`src/rtl/trap_ctrl_if.sv`:
```
// trap_ctrl_if: CSR write port and pipeline redirect strobe driven by trap_ctrl
interface trap_ctrl_if #(
  parameter int AW = 32,
  parameter int DW = 32
);
  logic          we_o;
  logic [AW-1:0] waddr_o;
  logic [DW-1:0] data_o;
  logic [AW-1:0] int_addr_o;
  logic          int_assert_o;
  modport master (output we_o, waddr_o, data_o, int_addr_o, int_assert_o);
  modport slave (input we_o, waddr_o, data_o, int_addr_o, int_assert_o);
endinterface

```
`src/rtl/trap_ctrl.sv`:
```
// trap_ctrl: sync trap / MRET / external-software-timer interrupt sequencer writing mepc, mstatus, mcause.
// Define TRAP_VECTORED_EN to enable vectored handler addressing (mtvec[1:0]=01, async traps only).
module trap_ctrl #(
  parameter int NUM_EXT_IRQ = 4,
  parameter int EXT_ID_W = (NUM_EXT_IRQ > 1) ? $clog2(NUM_EXT_IRQ) : 1
) (
  input  logic                   clk,
  input  logic                   rst,
  input  logic [31:0]            inst_i,
  input  logic [31:0]            inst_addr_i,
  input  logic                   jump_flag_i,
  input  logic [31:0]            jump_addr_i,
  input  logic                   div_started_i,
  input  logic [NUM_EXT_IRQ-1:0] ext_irq_i,
  input  logic [NUM_EXT_IRQ-1:0] ext_irq_en_i,
  input  logic                   timer_irq_i,
  input  logic                   sw_irq_i,
  input  logic [31:0]            csr_mtvec,
  input  logic [31:0]            csr_mepc,
  input  logic [31:0]            csr_mstatus,
  input  logic [31:0]            csr_mie,
  output logic                   hold_flag_o,
  trap_ctrl_if.master            bus,
  output logic [NUM_EXT_IRQ-1:0] ext_ack_o,
  output logic [EXT_ID_W-1:0]    ext_irq_id_o
);
  localparam logic [31:0] ECALL = 32'h0000_0073;
  localparam logic [31:0] EBREAK = 32'h0010_0073;
  localparam logic [31:0] MRET = 32'h3020_0073;
  typedef enum logic [2:0] {S_IDLE, S_MEPC, S_MSTATUS, S_MCAUSE, S_MRET} state_t;
  state_t r_state, w_next;
  logic [NUM_EXT_IRQ-1:0] w_ext;
  logic w_ext_any, w_sw, w_tmr, w_sync, w_mret, w_async, w_trap;
  logic [EXT_ID_W-1:0] w_id, r_id;
  logic [31:0] w_cause, w_handler, r_cause, r_mepc;
  logic r_ext;
  assign w_ext = ext_irq_i & ext_irq_en_i;
  assign w_ext_any = csr_mie[11] & (|w_ext);
  assign w_sw = csr_mie[3] & sw_irq_i;
  assign w_tmr = csr_mie[7] & timer_irq_i;
  assign w_sync = (inst_i == ECALL || inst_i == EBREAK) && !div_started_i;
  assign w_mret = inst_i == MRET;
  assign w_async = csr_mstatus[3] & (w_ext_any | w_sw | w_tmr) & ~div_started_i;
  assign w_trap = w_sync | (~w_mret & w_async);
  assign hold_flag_o = (r_state != S_IDLE) || w_sync || w_mret || w_async;
  assign w_cause = w_sync ? ((inst_i == ECALL) ? 32'd11 : 32'd3) :
                   w_ext_any ? 32'h8000_000B : w_sw ? 32'h8000_0003 : 32'h8000_0007;
`ifdef TRAP_VECTORED_EN
  assign w_handler = {csr_mtvec[31:2], 2'b00} +
                     ((csr_mtvec[1:0] == 2'b01 && r_cause[31]) ? {r_cause[29:0], 2'b00} : 32'd0);
`else
  assign w_handler = {csr_mtvec[31:2], 2'b00};
`endif
  // lowest-index enabled external channel wins
  always_comb begin
    w_id = '0;
    for (int i = NUM_EXT_IRQ - 1; i >= 0; i--) w_id = w_ext[i] ? EXT_ID_W'(i) : w_id;
  end
  always_comb begin
    w_next = S_IDLE;
    case (r_state)
      S_IDLE: w_next = w_trap ? S_MEPC : w_mret ? S_MRET : S_IDLE;
      S_MEPC: w_next = S_MSTATUS;
      S_MSTATUS: w_next = S_MCAUSE;
      default: w_next = S_IDLE;
    endcase
  end
  always_ff @(posedge clk) r_state <= rst ? S_IDLE : w_next;
  always_ff @(posedge clk) begin
    if (rst) begin
      bus.we_o <= 1'b0;
      bus.waddr_o <= '0;
      bus.data_o <= '0;
      bus.int_addr_o <= '0;
      bus.int_assert_o <= 1'b0;
      ext_ack_o <= '0;
      ext_irq_id_o <= '0;
      r_cause <= '0;
      r_mepc <= '0;
      r_id <= '0;
      r_ext <= 1'b0;
    end else begin
      bus.we_o <= 1'b0;
      bus.waddr_o <= '0;
      bus.data_o <= '0;
      bus.int_addr_o <= '0;
      bus.int_assert_o <= 1'b0;
      ext_ack_o <= '0;
      case (r_state)
        S_IDLE: if (w_trap) begin
          r_cause <= w_cause;
          r_mepc <= (!w_sync && jump_flag_i) ? jump_addr_i : inst_addr_i;
          r_id <= w_id;
          r_ext <= ~w_sync & w_ext_any;
        end
        S_MEPC: begin
          bus.we_o <= 1'b1;
          bus.waddr_o <= 32'h341;
          bus.data_o <= r_mepc;
        end
        S_MSTATUS: begin
          bus.we_o <= 1'b1;
          bus.waddr_o <= 32'h300;
          bus.data_o <= {csr_mstatus[31:8], csr_mstatus[3], csr_mstatus[6:4], 1'b0, csr_mstatus[2:0]};
        end
        S_MCAUSE: begin
          bus.we_o <= 1'b1;
          bus.waddr_o <= 32'h342;
          bus.data_o <= r_cause;
          bus.int_assert_o <= 1'b1;
          bus.int_addr_o <= w_handler;
          if (r_ext) begin
            ext_ack_o <= NUM_EXT_IRQ'(1) << r_id;
            ext_irq_id_o <= r_id;
          end
        end
        default: begin
          bus.we_o <= 1'b1;
          bus.waddr_o <= 32'h300;
          bus.data_o <= {csr_mstatus[31:8], 1'b1, csr_mstatus[6:4], csr_mstatus[7], csr_mstatus[2:0]};
          bus.int_assert_o <= 1'b1;
          bus.int_addr_o <= csr_mepc;
        end
      endcase
    end
  end
endmodule

```
`src/flat_wrapper.sv`:
```
// flat-port wrapper written by rule: the top's interface ports become plain ports
module trap_ctrl_flat 
#(
  parameter int NUM_EXT_IRQ = 4,
  parameter int EXT_ID_W = (NUM_EXT_IRQ > 1) ? $clog2(NUM_EXT_IRQ) : 1
)
  (clk, rst, inst_i, inst_addr_i, jump_flag_i, jump_addr_i, div_started_i, ext_irq_i, ext_irq_en_i, timer_irq_i, sw_irq_i, csr_mtvec, csr_mepc, csr_mstatus, csr_mie, hold_flag_o, ext_ack_o, ext_irq_id_o, bus_we_o, bus_waddr_o, bus_data_o, bus_int_addr_o, bus_int_assert_o);
  trap_ctrl_if bus_i ();
  input  logic clk;
  input  logic rst;
  input  logic [31:0] inst_i;
  input  logic [31:0] inst_addr_i;
  input  logic jump_flag_i;
  input  logic [31:0] jump_addr_i;
  input  logic div_started_i;
  input  logic [NUM_EXT_IRQ-1:0] ext_irq_i;
  input  logic [NUM_EXT_IRQ-1:0] ext_irq_en_i;
  input  logic timer_irq_i;
  input  logic sw_irq_i;
  input  logic [31:0] csr_mtvec;
  input  logic [31:0] csr_mepc;
  input  logic [31:0] csr_mstatus;
  input  logic [31:0] csr_mie;
  output logic hold_flag_o;
  output logic [NUM_EXT_IRQ-1:0] ext_ack_o;
  output logic [EXT_ID_W-1:0] ext_irq_id_o;
  output wire logic [$bits(bus_i.we_o)-1:0] bus_we_o;
  output wire logic [$bits(bus_i.waddr_o)-1:0] bus_waddr_o;
  output wire logic [$bits(bus_i.data_o)-1:0] bus_data_o;
  output wire logic [$bits(bus_i.int_addr_o)-1:0] bus_int_addr_o;
  output wire logic [$bits(bus_i.int_assert_o)-1:0] bus_int_assert_o;
  assign bus_we_o = bus_i.we_o;
  assign bus_waddr_o = bus_i.waddr_o;
  assign bus_data_o = bus_i.data_o;
  assign bus_int_addr_o = bus_i.int_addr_o;
  assign bus_int_assert_o = bus_i.int_assert_o;
  trap_ctrl #(.NUM_EXT_IRQ(NUM_EXT_IRQ), .EXT_ID_W(EXT_ID_W)) u_core (.clk(clk), .rst(rst), .inst_i(inst_i), .inst_addr_i(inst_addr_i), .jump_flag_i(jump_flag_i), .jump_addr_i(jump_addr_i), .div_started_i(div_started_i), .ext_irq_i(ext_irq_i), .ext_irq_en_i(ext_irq_en_i), .timer_irq_i(timer_irq_i), .sw_irq_i(sw_irq_i), .csr_mtvec(csr_mtvec), .csr_mepc(csr_mepc), .csr_mstatus(csr_mstatus), .csr_mie(csr_mie), .hold_flag_o(hold_flag_o), .bus(bus_i), .ext_ack_o(ext_ack_o), .ext_irq_id_o(ext_irq_id_o));
endmodule
```
`config.mk`:
```
export PLATFORM = sky130hd
export DESIGN_NAME = trap_ctrl_flat
export DESIGN_NICKNAME = d
export VERILOG_FILES = /design/src/rtl/trap_ctrl_if.sv /design/src/rtl/trap_ctrl.sv /design/src/flat_wrapper.sv
export SDC_FILE = /design/constraint.sdc
export NUM_CORES = 1
export LEC_CHECK = 0
export BUFFER_PORTS_ARGS = -buffer_cell sky130_fd_sc_hd__buf_4
export CORE_AREA = 2 2 133 135
export DETAILED_ROUTE_END_ITERATION = 6
export DIE_AREA = 0 0 135 137
export MAX_ROUTING_LAYER = met4
export PLACE_DENSITY = 0.59
export REMOVE_ABC_BUFFERS = 1
export SLEW_MARGIN = 5
export SYNTH_ARGS = -nofsm -noshare
export SYNTH_HDL_FRONTEND = slang
export SYNTH_SLANG_ARGS = --single-unit
```
`constraint.sdc`:
```
create_clock -name clk -period 3.53 [get_ports clk]
set_input_delay 0.706 -clock clk [delete_from_list [all_inputs] [get_ports clk]]
set_output_delay 0.706 -clock clk [all_outputs]
set_load 0.005 [all_outputs]
```
==> reports/metrics.cfg <==
[run_status]
status = completed

[logic_synthesis]
synthTopCellsByArea = dfxtp_1 49%, a22o_1 11%, a311oi_2 8.1%
syn_area_per_cell_sq_um = 9.93
synth_warnings = 0
syn_area_sq_um = 4830
synth_edf_count = 0
ys_ff_latch = 118
synth_top_area_share_pct = 48.9
yosysMostFrequentCell = dfxtp_1
synth_top_cells_by_count = 118 x dfxtp_1, 58 x a22o_1, 50 x nand2_1
synth_seq_area_share_pct = 48.9
ys.flop_type = dfxtp_1
synth_cells = 486
synth.distinct_cells = 44
yosys.area.top_type = dfxtp_1
ys_async_sr_fraction_pct = 0

[hold_path]
holdPathStages = 1
min_path_type = reg -> reg
holdCritStartpoint = u_core.r_id[0]

[sta]
fin_crit_sh_pct = 81.1
fin_crit_ns = 2.86
timing.hold.ws_ns = 0.446
rsz0062_at_grt = no
final.setup.tns_ns = 0
fin_skew_ns = 0.0133
finalSetupViolations = 0
finalHoldViolations = 0
tightest_slew_ns = 0.776
fmax_mhz = 349
slew_headroom_pct = 48.2
slew_violations = 0
layout_setup_ws_ns = 0.666

[pwr]
power_frac_comb_pct = 12.6
finalPower_mw = 3.53
clkPwrFrac_pct = 47.4
ir_drop_v = 0.000305
p_switching_mw = 0.850
power.share.sequential_pct = 40.0
swShare_pct = 24.0
p_int_mw = 2.68
powerDensity_nw_per_um2 = 464
p_leak_nw = 3.43

[worst_setup_path]
critPathKind = in -> out
r2r-start = u_core.r_state[2]
worst_setup_path_end_kind = output port
cp_common_cell = buf_4
reg2reg_depth = 4
critPathMaxStageDelay_ns = 0.56
worstPathArrival_ns = 2.16
worstSetupStartpointType = input port
worst_path_max_delay_cell = or4_1
cp_cell_sequence = buf_4 > or4_1 > a2111oi_0 > nor2_1 > nand2_1 > buf_4
cp.required_ns = 2.82
critPathLaunch = div_started_i
crit_fanout = 3

[detailed_routing]
num_vias = 4817
drt_iter0_markers = 227
vias_per_cell = 4.86
drtAntennaViolNets = 0
drtPass1Iterations = 5
wl_um = 16700
drc = 0
wl_per_cell_um = 16.9

[global_route]
grt-ovfl-total = 0
grt_max_degree = 55
first_global_vias = 4737
antenna_found_initial = 0
track_usage_pct = 17.9
grt_pass1_wl_um = 24600

[clocking]
cts_buffer_depth = 2
htreeDepth = 4
hold_buffers = 0
cts_resized = 0
path_clk_slew_ns = 0.05
cts.sinks = 118
cts_tree = built
cts_setup_buffers = 0
clk_latency_ns = 0.41
cts_buffers = 17
clock-root-buffer = clkbuf_16

[placed_design]
placed_area_sq_um = 7040
dp.cells = 960
preCtsSetupSlack_ns = 0.272
hpwl_um = 12400
port-buffer-count = 284
gp_congestion = 0.795

[cells_and_area]
final_layout_size_suffix_gt1_share_pct = 47.4
fin_util_pct = 44.6
num-fill-cells = 1698
nets = 992
instances_no_fill = 991
syn2layout_area_growth_pct = 57.7
antenna_cells = 0
seq_area_sq_um = 2360
design_area_sq_um = 7610
multiInputGateArea_sq_um = 2110

[floorplan]
die_w_um = 135
die-area_sq_um = 18500
coreArea_sq_um = 17100
start_util_pct = 28.3
rows = 48
ios = 343
die_h_um = 137

[job]
max_cap_violations = 0

registers in the layout, summed over array words and instances (netlist names):
signal                   cells
u_core.bus.data_o           32
u_core.bus.int_addr_o       32
u_core.bus.int_assert_o      1
u_core.bus.waddr_o           4
u_core.bus.we_o              1
u_core.ext_ack_o             4
u_core.ext_irq_id_o          2
u_core.r_cause               4
u_core.r_ext                 1
u_core.r_id                  2
u_core.r_mepc               32
u_core.r_state               3
power by group through the flow:
stage,Combinational [mW],Sequential (mW),Clock (mW)
finish,0.447,1.41,1.68
global route,0.484,1.42,1.78
CTS,0.450,1.41,1.71
detailed placement,0.449,1.44,0
global placement,0.443,1.44,0
floorplan,0.161,1.43,0
cells by family after synthesis:
group	Yosys count	share of synthesized area, %
AOI/OAI and AO/OA	150	27.1
and+or+nand+nor	134	13.3
DFF	118	49.0
buffers and inverters	80	9.93
muxes	3	0.648
other	1	0.0777
path summary, 6_finish.rpt:
kind	endpoint	slack (ns)
worst max register to register	u_core.bus.data_o[12]	1.71
worst min register to register	u_core.ext_ack_o[2]	0.45
worst min-delay path	u_core.ext_ack_o[2]	0.45
worst max-delay path	hold_flag_o	0.67
routing by layer:
metal / up-vias / GRT usage [%] / wire length, um
li1: 2294 / - / -
met1: 2254 / 19.1 / 6470
met2: 249 / 32.2 / 8610
met3: 20 / 4.78 / 1410
met4: 0 / 5.67 / 261
met5: - / - / 0
worst max-delay path, delay by kind of cell:
family                 cells  cell delay (ns)
AOI/OAI and AO/OA          1             0.50
buffers and inverters      2             0.22
and+or+nand+nor            3             0.74
placed cells by master (no fill, tap or decap), drive strengths merged, types with 2 or more instances in the layout:
| master | n |
|---|---|
| conb | 27 |
| nand3 | 34 |
| nor4 | 5 |
| nor2 | 17 |
| nor2b | 2 |
| clkinvlp | 2 |
| mux2i | 2 |
| a22o | 58 |
| nand2b | 2 |
| and3 | 3 |
| a222oi | 4 |
| inv | 9 |
| a311oi | 32 |
| a21oi | 35 |
| nor3 | 5 |
| or4 | 4 |
| clkinv | 7 |
| a211oi | 3 |
| bufinv | 2 |
| o21ai | 11 |
| nand4 | 5 |
| buf | 295 |
| nand2 | 51 |
| dfxtp | 118 |
| clkbuf | 19 |
layout make-up:
class / count / area share [%]
well taps: 225 / 3.70
multi-input cells: 314 / 27.8
inverters: 8 / 0.394
flip-flops and latches: 118 / 31.0
clock buffers: 19 / 5.82
clock inverters: 12 / 1.71
repair buffers: 295 / 29.6
No activity file was read; power rests on OpenSTA's default activity.
